$ cat src/rtl/sram_pkg.sv
// Shared definitions for the Wishbone-to-asynchronous-SRAM controller:
// FSM state encoding, wait-counter width and data/select width helpers.
package sram_pkg;

  localparam int CNT_W     = 4;
  localparam int DEF_CHIPS = 2;
  localparam int DEF_DW    = 16 * DEF_CHIPS;
  localparam int DEF_SW    = 2 * DEF_CHIPS;

  typedef enum logic [2:0] {
    IDLE     = 3'd0,
    RD_ACC   = 3'd1,
    WR_SETUP = 3'd2,
    WR_PULSE = 3'd3,
    WR_HOLD  = 3'd4,
    ACK      = 3'd5,
    TURN     = 3'd6
  } sram_state_e;

  function automatic int data_w(input int chips);
    return 16 * chips;
  endfunction

  function automatic int sel_w(input int chips);
    return 2 * chips;
  endfunction

endpackage

$ cat src/rtl/sram_lane_map.sv
// Byte-select to per-device chip/byte enable decode (active low, combinational).
// The parent registers these values before they reach the pins.
module sram_lane_map #(
  parameter int CHIPS = 2
) (
  input  logic [2*CHIPS-1:0] sel,
  output logic [CHIPS-1:0]   cen,
  output logic [CHIPS-1:0]   ubn,
  output logic [CHIPS-1:0]   lbn
);

  // a device is enabled only when at least one of its two byte lanes is selected
  always_comb begin
    cen = {CHIPS{1'b1}};
    ubn = {CHIPS{1'b1}};
    lbn = {CHIPS{1'b1}};
    for (int c = 0; c < CHIPS; c++) begin
      cen[c] = ~(sel[2*c+1] | sel[2*c]);
      ubn[c] = ~sel[2*c+1];
      lbn[c] = ~sel[2*c];
    end
  end

endmodule

$ cat src/rtl/wb_sram_ctrl.sv
// Wishbone classic slave driving CHIPS parallel 16-bit asynchronous SRAMs with
// registered pin timing, programmable wait states, write setup/hold and abort handling.
module wb_sram_ctrl
  import sram_pkg::*;
#(
  parameter int ADDR_W  = 18,
  parameter int CHIPS   = 2,
  parameter int WAIT_RD = 1,
  parameter int WAIT_WR = 2,
  localparam int DW     = data_w(CHIPS),
  localparam int SW     = sel_w(CHIPS)
) (
  input  logic              clk_50mhz,
  input  logic              reset,
  input  logic              wb_cyc_i,
  input  logic              wb_stb_i,
  input  logic              wb_we_i,
  input  logic [ADDR_W-1:0] wb_adr_i,
  input  logic [SW-1:0]     wb_sel_i,
  input  logic [DW-1:0]     wb_dat_i,
  output logic [DW-1:0]     wb_dat_o,
  output logic              wb_ack_o,
  output logic [ADDR_W-1:0] sram_addr,
  input  logic [DW-1:0]     sram_dq_i,
  output logic [DW-1:0]     sram_dq_o,
  output logic [SW-1:0]     sram_dq_oe,
  output logic [CHIPS-1:0]  sram_cen,
  output logic [CHIPS-1:0]  sram_ubn,
  output logic [CHIPS-1:0]  sram_lbn,
  output logic              sram_oen,
  output logic              sram_wen
);

  sram_state_e       state_r, state_s;
  logic [CNT_W-1:0]  cnt_r, cnt_s;
  logic [SW-1:0]     sel_r, sel_s;
  logic              ack_r, ack_s;
  logic [DW-1:0]     dat_r, dat_s;
  logic [ADDR_W-1:0] addr_r, addr_s;
  logic [DW-1:0]     dq_o_r, dq_o_s;
  logic [SW-1:0]     dq_oe_r, dq_oe_s;
  logic [CHIPS-1:0]  cen_r, cen_s, ubn_r, ubn_s, lbn_r, lbn_s;
  logic              oen_r, oen_s, wen_r, wen_s;
  logic [CHIPS-1:0]  lane_cen_s, lane_ubn_s, lane_lbn_s;

  function automatic logic [DW-1:0] byte_mask(input logic [SW-1:0] s);
    logic [DW-1:0] m;
    m = {DW{1'b0}};
    for (int k = 0; k < SW; k++) begin
      m[8*k +: 8] = {8{s[k]}};
    end
    return m;
  endfunction

  sram_lane_map #(.CHIPS(CHIPS)) u_lane_map (
    .sel (wb_sel_i),
    .cen (lane_cen_s),
    .ubn (lane_ubn_s),
    .lbn (lane_lbn_s)
  );

  // next-state and next pin values; every pin is registered on entry to its state
  always_comb begin
    state_s = state_r;
    cnt_s   = cnt_r;
    sel_s   = sel_r;
    ack_s   = 1'b0;
    dat_s   = dat_r;
    addr_s  = addr_r;
    dq_o_s  = dq_o_r;
    dq_oe_s = dq_oe_r;
    cen_s   = cen_r;
    ubn_s   = ubn_r;
    lbn_s   = lbn_r;
    oen_s   = oen_r;
    wen_s   = wen_r;
    case (state_r)
      IDLE: begin
        if (wb_cyc_i && wb_stb_i) begin
          if (wb_sel_i == {SW{1'b0}}) begin
            ack_s   = 1'b1;
            state_s = ACK;
          end else begin
            addr_s = wb_adr_i;
            sel_s  = wb_sel_i;
            cen_s  = lane_cen_s;
            ubn_s  = lane_ubn_s;
            lbn_s  = lane_lbn_s;
            if (wb_we_i) begin
              dq_o_s  = wb_dat_i;
              dq_oe_s = wb_sel_i;
              state_s = WR_SETUP;
            end else begin
              oen_s   = 1'b0;
              cnt_s   = CNT_W'(WAIT_RD);
              state_s = RD_ACC;
            end
          end
        end else begin
          state_s = IDLE;
        end
      end
      RD_ACC: begin
        if (!wb_cyc_i) begin
          cen_s   = {CHIPS{1'b1}};
          ubn_s   = {CHIPS{1'b1}};
          lbn_s   = {CHIPS{1'b1}};
          oen_s   = 1'b1;
          state_s = TURN;
        end else if (cnt_r == {CNT_W{1'b0}}) begin
          dat_s   = sram_dq_i & byte_mask(sel_r);
          cen_s   = {CHIPS{1'b1}};
          ubn_s   = {CHIPS{1'b1}};
          lbn_s   = {CHIPS{1'b1}};
          oen_s   = 1'b1;
          ack_s   = 1'b1;
          state_s = ACK;
        end else begin
          cnt_s = cnt_r - 4'd1;
        end
      end
      WR_SETUP, WR_PULSE: begin
        // an abort keeps dq_oe for the TURN cycle so data outlives the WEn edge
        if (!wb_cyc_i) begin
          cen_s   = {CHIPS{1'b1}};
          ubn_s   = {CHIPS{1'b1}};
          lbn_s   = {CHIPS{1'b1}};
          oen_s   = 1'b1;
          wen_s   = 1'b1;
          state_s = TURN;
        end else if (state_r == WR_SETUP) begin
          wen_s   = 1'b0;
          cnt_s   = CNT_W'(WAIT_WR);
          state_s = WR_PULSE;
        end else if (cnt_r == {CNT_W{1'b0}}) begin
          wen_s   = 1'b1;
          cen_s   = {CHIPS{1'b1}};
          ubn_s   = {CHIPS{1'b1}};
          lbn_s   = {CHIPS{1'b1}};
          ack_s   = 1'b1;
          state_s = WR_HOLD;
        end else begin
          cnt_s = cnt_r - 4'd1;
        end
      end
      WR_HOLD: begin
        dq_oe_s = {SW{1'b0}};
        state_s = TURN;
      end
      TURN: begin
        dq_oe_s = {SW{1'b0}};
        state_s = IDLE;
      end
      ACK: begin
        state_s = IDLE;
      end
      default: begin
        cen_s   = {CHIPS{1'b1}};
        ubn_s   = {CHIPS{1'b1}};
        lbn_s   = {CHIPS{1'b1}};
        oen_s   = 1'b1;
        wen_s   = 1'b1;
        dq_oe_s = {SW{1'b0}};
        state_s = IDLE;
      end
    endcase
  end

  // state, counter and registered pin/bus outputs
  always_ff @(posedge clk_50mhz or negedge reset) begin
    if (!reset) begin
      state_r <= IDLE;
      cnt_r   <= {CNT_W{1'b0}};
      sel_r   <= {SW{1'b0}};
      ack_r   <= 1'b0;
      dat_r   <= {DW{1'b0}};
      addr_r  <= {ADDR_W{1'b0}};
      dq_o_r  <= {DW{1'b0}};
      dq_oe_r <= {SW{1'b0}};
      cen_r   <= {CHIPS{1'b1}};
      ubn_r   <= {CHIPS{1'b1}};
      lbn_r   <= {CHIPS{1'b1}};
      oen_r   <= 1'b1;
      wen_r   <= 1'b1;
    end else begin
      state_r <= state_s;
      cnt_r   <= cnt_s;
      sel_r   <= sel_s;
      ack_r   <= ack_s;
      dat_r   <= dat_s;
      addr_r  <= addr_s;
      dq_o_r  <= dq_o_s;
      dq_oe_r <= dq_oe_s;
      cen_r   <= cen_s;
      ubn_r   <= ubn_s;
      lbn_r   <= lbn_s;
      oen_r   <= oen_s;
      wen_r   <= wen_s;
    end
  end

  assign wb_ack_o   = ack_r;
  assign wb_dat_o   = dat_r;
  assign sram_addr  = addr_r;
  assign sram_dq_o  = dq_o_r;
  assign sram_dq_oe = dq_oe_r;
  assign sram_cen   = cen_r;
  assign sram_ubn   = ubn_r;
  assign sram_lbn   = lbn_r;
  assign sram_oen   = oen_r;
  assign sram_wen   = wen_r;

endmodule

$ cat config.mk
export PLATFORM = sky130hd
export DESIGN_NAME = wb_sram_ctrl
export DESIGN_NICKNAME = d
export VERILOG_FILES = /design/src/rtl/sram_pkg.sv /design/src/rtl/sram_lane_map.sv /design/src/rtl/wb_sram_ctrl.sv
export SDC_FILE = /design/constraint.sdc
export NUM_CORES = 1
export LEC_CHECK = 0
export ABC_AREA = 1
export BUFFER_PORTS_ARGS = -buffer_cell sky130_fd_sc_hd__buf_2
export CORE_ASPECT_RATIO = 0.75
export CORE_MARGIN = 1.5
export CORE_UTILIZATION = 46
export CTS_CLUSTER_SIZE = 20
export DETAILED_ROUTE_END_ITERATION = 10
export GPL_TIMING_DRIVEN = 0
export PLACE_DENSITY = 0.84
export SYNTH_ARGS = -nofsm -noshare
export SYNTH_HDL_FRONTEND = slang
export SYNTH_SLANG_ARGS = --single-unit
$ cat constraint.sdc
create_clock -name clk_50mhz -period 3.31 [get_ports clk_50mhz]
set_clock_uncertainty 0.2 [all_clocks]
set_input_delay 0.1655 -clock clk_50mhz [delete_from_list [all_inputs] [get_ports clk_50mhz]]
set_output_delay 0.1655 -clock clk_50mhz [all_outputs]
set_load 0.005 [all_outputs]
## After elaboration in Yosys (flattened, before gate mapping)

Index checks and enable logic that the tools add are counted.
Widths: inputs -> output; s select.

| word-level totals | value |
|---|---|
| output and inout bits | 95 |
| register bits | 106 |

| cells by class | value |
|---|---|
| mux-type cells | 59 |
| add/subtract/negate cells | 1 |
| reduce and logical (&&, ||, !) cells | 18 |
| equal/unequal tests | 16 |
| bitwise logic cells | 13 |

Operators by type and width:

| operator | number |
|---|---|
| $mux 4 | 10 |
| $mux 2 | 19 |
| $and 32x32->32 | 1 |
| $pmux 2 s4 | 3 |
| $mux 3 | 7 |
| $mux 1 | 14 |
| $ne 2x2->1 const B | 7 |
| $pmux 3 s4 | 1 |
| $pmux 4 s3 | 1 |
| $reduce_and 4->1 | 3 |
| $reduce_and 6->1 | 2 |
| $not 1->1 | 10 |
| $eq 3x3->1 const B | 3 |
| $logic_not 4->1 | 2 |
| $pmux 4 s2 | 1 |
| $eq 3x2->1 const B | 2 |
| $ne 3x3->1 const B | 2 |
| $reduce_and 3->1 | 2 |
| $reduce_or 5->1 | 1 |
| $ne 4x4->1 const B | 1 |
| $pmux 1 s4 | 1 |
| $reduce_and 2->1 | 2 |
| $reduce_or 4->1 | 1 |
| $sub 4x1->4 const B | 1 |
| 9 further kinds | 10 |

## Depth between registers and ports, before layout

| logic depth | value |
|---|---|
| word-level depth | 5 |
| mapped depth | 9 |
| mapped depth without buffers | 9 |

## Modules after synthesis

From an unflattened synthesis, not the netlist that was laid out.

| unflattened totals | value |
|---|---|
| cells, all modules | 526 |
| area total of the unflattened synthesis | 4,475.5 sq um |

Modules (own cells, without submodules):

| module | cells an instance | times used | area each (sq um) | seq. area each (sq um) |
|---|---|---|---|---|
| wb_sram_ctrl | 520 | 1 | 4,453.0 | 2,662.6 |
| sram_lane_map | 6 | 1 | 22.5 | 0.0 |

## Worst setup path after synthesis

OpenSTA, ideal clock, no wires.

| timing path | value |
|---|---|
| kind | register to register |
| start point | register cnt_r[0] |
| end point | register dat_r[0] (netlist: wb_dat_o[0]) |
| slack | 1.517 ns |
| required time | 2.984 ns |
| data arrival time | 1.467 ns |
| path buffers | 1 |
| stages on the path, launching flop included | 7 |
| library setup time | 0.126 ns |
| cell sequence | dfrtp_1 -> inv_1 -> ha_1 -> nand2_1 -> nor3_4 -> clkbuf_2 -> o21ai_0 |

| between the ends | value |
|---|---|
| cells in the longest elaborated chain, start to end | 2 |

RTL lines:

| element | line | source |
|---|---|---|
| from (decl) | wb_sram_ctrl.sv:35 | `logic [CNT_W-1:0] cnt_r, cnt_s;` |
| from (signal assigned) | wb_sram_ctrl.sv:173 | `cnt_r <= {CNT_W{1'b0}};` |
| from (signal assigned) | wb_sram_ctrl.sv:187 | `cnt_r <= cnt_s;` |
| $logic_not 4->1 | wb_sram_ctrl.sv:110 | `end else if (cnt_r == {CNT_W{1'b0}}) begin` |
| $reduce_and 3->1 (no source line) | n/a |  |
| to (signal assigned) | wb_sram_ctrl.sv:176 | `dat_r <= {DW{1'b0}};` |
| to (signal assigned) | wb_sram_ctrl.sv:190 | `dat_r <= dat_s;` |
| to (decl) | wb_sram_ctrl.sv:38 | `logic [DW-1:0] dat_r, dat_s;` |

Every way passes these cells.
A chain may end at the register's enable or synchronous reset.

## Worst setup path after layout

| timing path | value |
|---|---|
| start point | register cnt_r[0] |
| end point | register dat_r[1] (netlist: wb_dat_o[1]) |

The elaborated chain is that of the path after synthesis.

==> metrics.md <==
| Metric | Value |
|---|---|
| Status | finished clean |
| Antenna violations before repair | 0 |
| # clock sinks | ~110 |
| Die W | 116 um |
| Fill cell count | slightly above 600 |
| Total track usage | roughly 28% |
| Clock transition at path regs | roughly 70 ps |
| FF-to-FF path depth | 6 |
| CTS resizes | 0 |
| Top-count cell post-synth | nand2_1 |
| Post-Place Setup Slack | between 1000 and 1500 ps |
| Slew of the pin with the lowest slew margin | 718 ps |
| Seq/Total Area, Yosys | approximately 60% |
| Worst R2R Start | cnt_r[0] |
| DRT Pass-1 Iters | 5 |
| Most frequent cells after synthesis | nand2_1 (218), dfrtp_1 (98), inv_1 (45) |
| Yosys top cell by area | dfrtp_1 |
| CORE AREA | a little over 9000 sq um |
| Critical path's top delay family | simple AND/OR/NAND/NOR gates |
| WHS | just over 90 ps |
| Syn Nets | roughly 610 |
| Setup slack, reg-to-reg | between 1000 and 1500 ps |
| Post-synth top area share | between 50% and 60% |
| Nets | ~890 |
| Post-DP HPWL | about 8700 um |
| Vias in the first global route | between 4000 and 5000 |
| Clk root buf | clkbuf_16 |
| TNS Setup | 0 ps |
| Netlist cell types | 27 |
| Yosys reg bits | roughly 110 |
| Final ANT Viol Nets | 0 |
| Antenna Diode Count | 0 |
| Asr flop ratio synth | 100% |
| Area grow syn2layout | 52.0% |
| Crit Path Class | reg -> reg |
| Worst skew pair latency | 340 ps |
| Die H | approximately 90 um |
| HP Class | in -> reg |
| Endpoints failing hold | 0 |
| Clock tree buffer depth | 2 |
| Largest net degree at the start of global routing | 55 |
| Syn_area_per_cell | ~8.6 sq um |
| Hold_sp | wb_stb_i |
| FF-to-FF End | wb_dat_o[1] |
| Final worst slack | between 1000 and 1500 ps |
| Max Slew Vio Count | 0 |
| Crit path arrival time | about 2200 ps |
| Layout cells sized above 1 | 29.5% |
| Vias after detailed routing | approximately 4700 |
| Final setup violation count | 0 |
| Slowest cell on crit path | nor3_4 |
| First-pass GRT wire length | around 22000 um |
| Unrepaired setup endpoints after global routing | false |
| Post-Syn Area | about 4400 sq um |
| Hold path endpoint | state_r[0] |
| Post-synth EDFFs | 0 |
| Part of the cycle the worst path needs | ~66% |
| CTS Buf Count | 9 |
| Max-cap violations | 0 |
| CP Max Fanout | 10 |
| Routed len/inst | between 10 and 15 um |
| Worst setup SP type | flip-flop |
| Via density | between 4 and 5 |
| Power Dens Cells | approximately 820 nW/um^2 |
| Max Freq | between 400 and 500 MHz |
| Worst slew margin relative to its limit | approximately 52% |
| Gpl congestion | around 0.9 |
| Ranking of synthesized cells by area | dfrtp_1 (55%), nand2_1 (18%), dfstp_2 (4.7%) |
| Minimum clock period | about 2200 ps |
| Final wirelength | 14000 um |
| Syn. warnings | 0 |
| Remaining DRCs | 0 |
| Max rail drop VDD | 454 uV |
| CTS H-tree lvls | 3 |
| LEAKAGE | 3.68 nW |
| CTS tree | built |
| WP data required | roughly 3300 ps |
| Crit path buf inv count | 2 |
| Main synth FF type | dfrtp_1 |
| I/O Buffers | between 150 and 200 |
| Cell count after synthesis | a little over 500 |
| Drt initial violations | 434 |
| Initial core utilization | between 40% and 50% |
| Hold Path Depth | 5 |
| Die area | around 10000 sq um |
| Total congestion overflow | 0 |
| Slowest stage delay, CP | approximately 480 ps |
| Crit. End Element | flip-flop |
| Io pins | about 190 |
| Crit-path cells | inv_1, ha_1, nand2_1, nor3_4, clkbuf_2, o21ai_0 |
| FP Rows | 30 |
==> logic make-up (layout without fill, tap and decap cells) <==
group           count (synthesis)  after routing  synth area share [%]
compound gates                 55             55                  6.53
xor+xnor                        2              2                 0.394
fa+ha+maj                       1              1                 0.282
buf+inv                        70            360                  6.96
flops                         106            106                  59.9
simple gates                  282            282                  25.9
==> layout by cell type (no fill, tap or decap) <==
cell	count
nand2_2	2
nor2_2	2
o21a_1	1
clkbuf_1	4
o21bai_1	1
inv_1	45
nor2_4	2
inv_6	3
a21oi_2	1
nand3_1	41
bufinv_16	1
nand2_1	218
inv_2	3
xnor2_1	2
nor3_4	1
nor2_1	13
buf_16	1
buf_2	194
clkbuf_8	1
o21ai_1	10
clkbuf_16	9
clkinv_4	1
dfstp_2	8
buf_4	3
dlygate4sd3_1	89
dfrtp_1	98
o211ai_1	1
o21ai_0	38
buf_6	3
clkbuf_2	2
ha_1	1
o2111ai_1	1
clkinv_2	1
a21oi_1	2
nor3_1	3
==> state kept, by name (all words and copies together) (netlist names), 3 cells and up <==
signal	flops
sram_dq_oe	4
cnt_r	4
sel_r	4
sram_dq_o	32
wb_dat_o	32
sram_addr	18
state_r	3
==> worst reg2reg max path, cell delays in order, from the launching register on <==
cell and delay [ps]:
dfrtp_1 420, inv_1 100, ha_1 180, nand2_1 220, nor3_4 480, clkbuf_2 300
o21ai_0 150
==> final cells by class <==
class                   instances  area [sq um]  share of cell area, %
multi-input cells             340          1470                   21.8
flip-flops and latches        106          2660                   39.4
repair buffers                274          1840                   27.3
inverters                      48           180                   2.67
plain buffers                  22           129                   1.91
well taps                     128           160                   2.37
clock buffers                  10           239                   3.54
clock inverters                 6          70.1                   1.04
==> how the worst max path moves through the flow <==
stage                     startpoint           end  slack [ps]  depth (start not counted)
after floorplan             cnt_r[0]   wb_dat_o[0]        1520                          6
after global placement         reset      cnt_r[0]         790                          1
after detailed placement    cnt_r[0]  wb_dat_o[24]        1140                          6
after CTS                   cnt_r[0]  wb_dat_o[24]        1120                          6
after global routing        cnt_r[0]   wb_dat_o[1]         920                          6
final                       cnt_r[0]   wb_dat_o[1]        1120                          6
==> timing repair <==
action | in CTS | in global routing
hold buffers | 89 | 0
setup buffers | 0 | 0
endpoints found under the hold margin | 151 | 0
==> report_power, final <==
group,switching (W),internal [W]
Clock,0.000480,0.000616
Combinational,0.00121,0.000912
Sequential,0.000369,0.00195
Total,0.00206,0.00348
==> routing by layer <==
layer | GRT usage [%] | share of wire (%) | vias up | wire length, um
met4 | 13.4 | 3.2 | 0 | 452
met5 | 0 | 0 | - | 0
met1 | 33.7 | 40 | 2201 | 5570
met3 | 6.44 | 6.1 | 51 | 845
met2 | 48.6 | 51 | 239 | 7090
li1 | - | - | 2177 | -
==> stage by stage <==
step	util, %	instance area, sq um	cells	total power [W]
after floorplan	-	4440	516	0.00335
after global placement	60.1	5520	828	0.00420
after detailed placement	60.4	5550	829	0.00432
after CTS	73.4	6750	934	0.00552
after global routing	73.4	6750	934	0.00597
final	73.4	6750	934	0.00554
(Power assumes the default switching activity.)
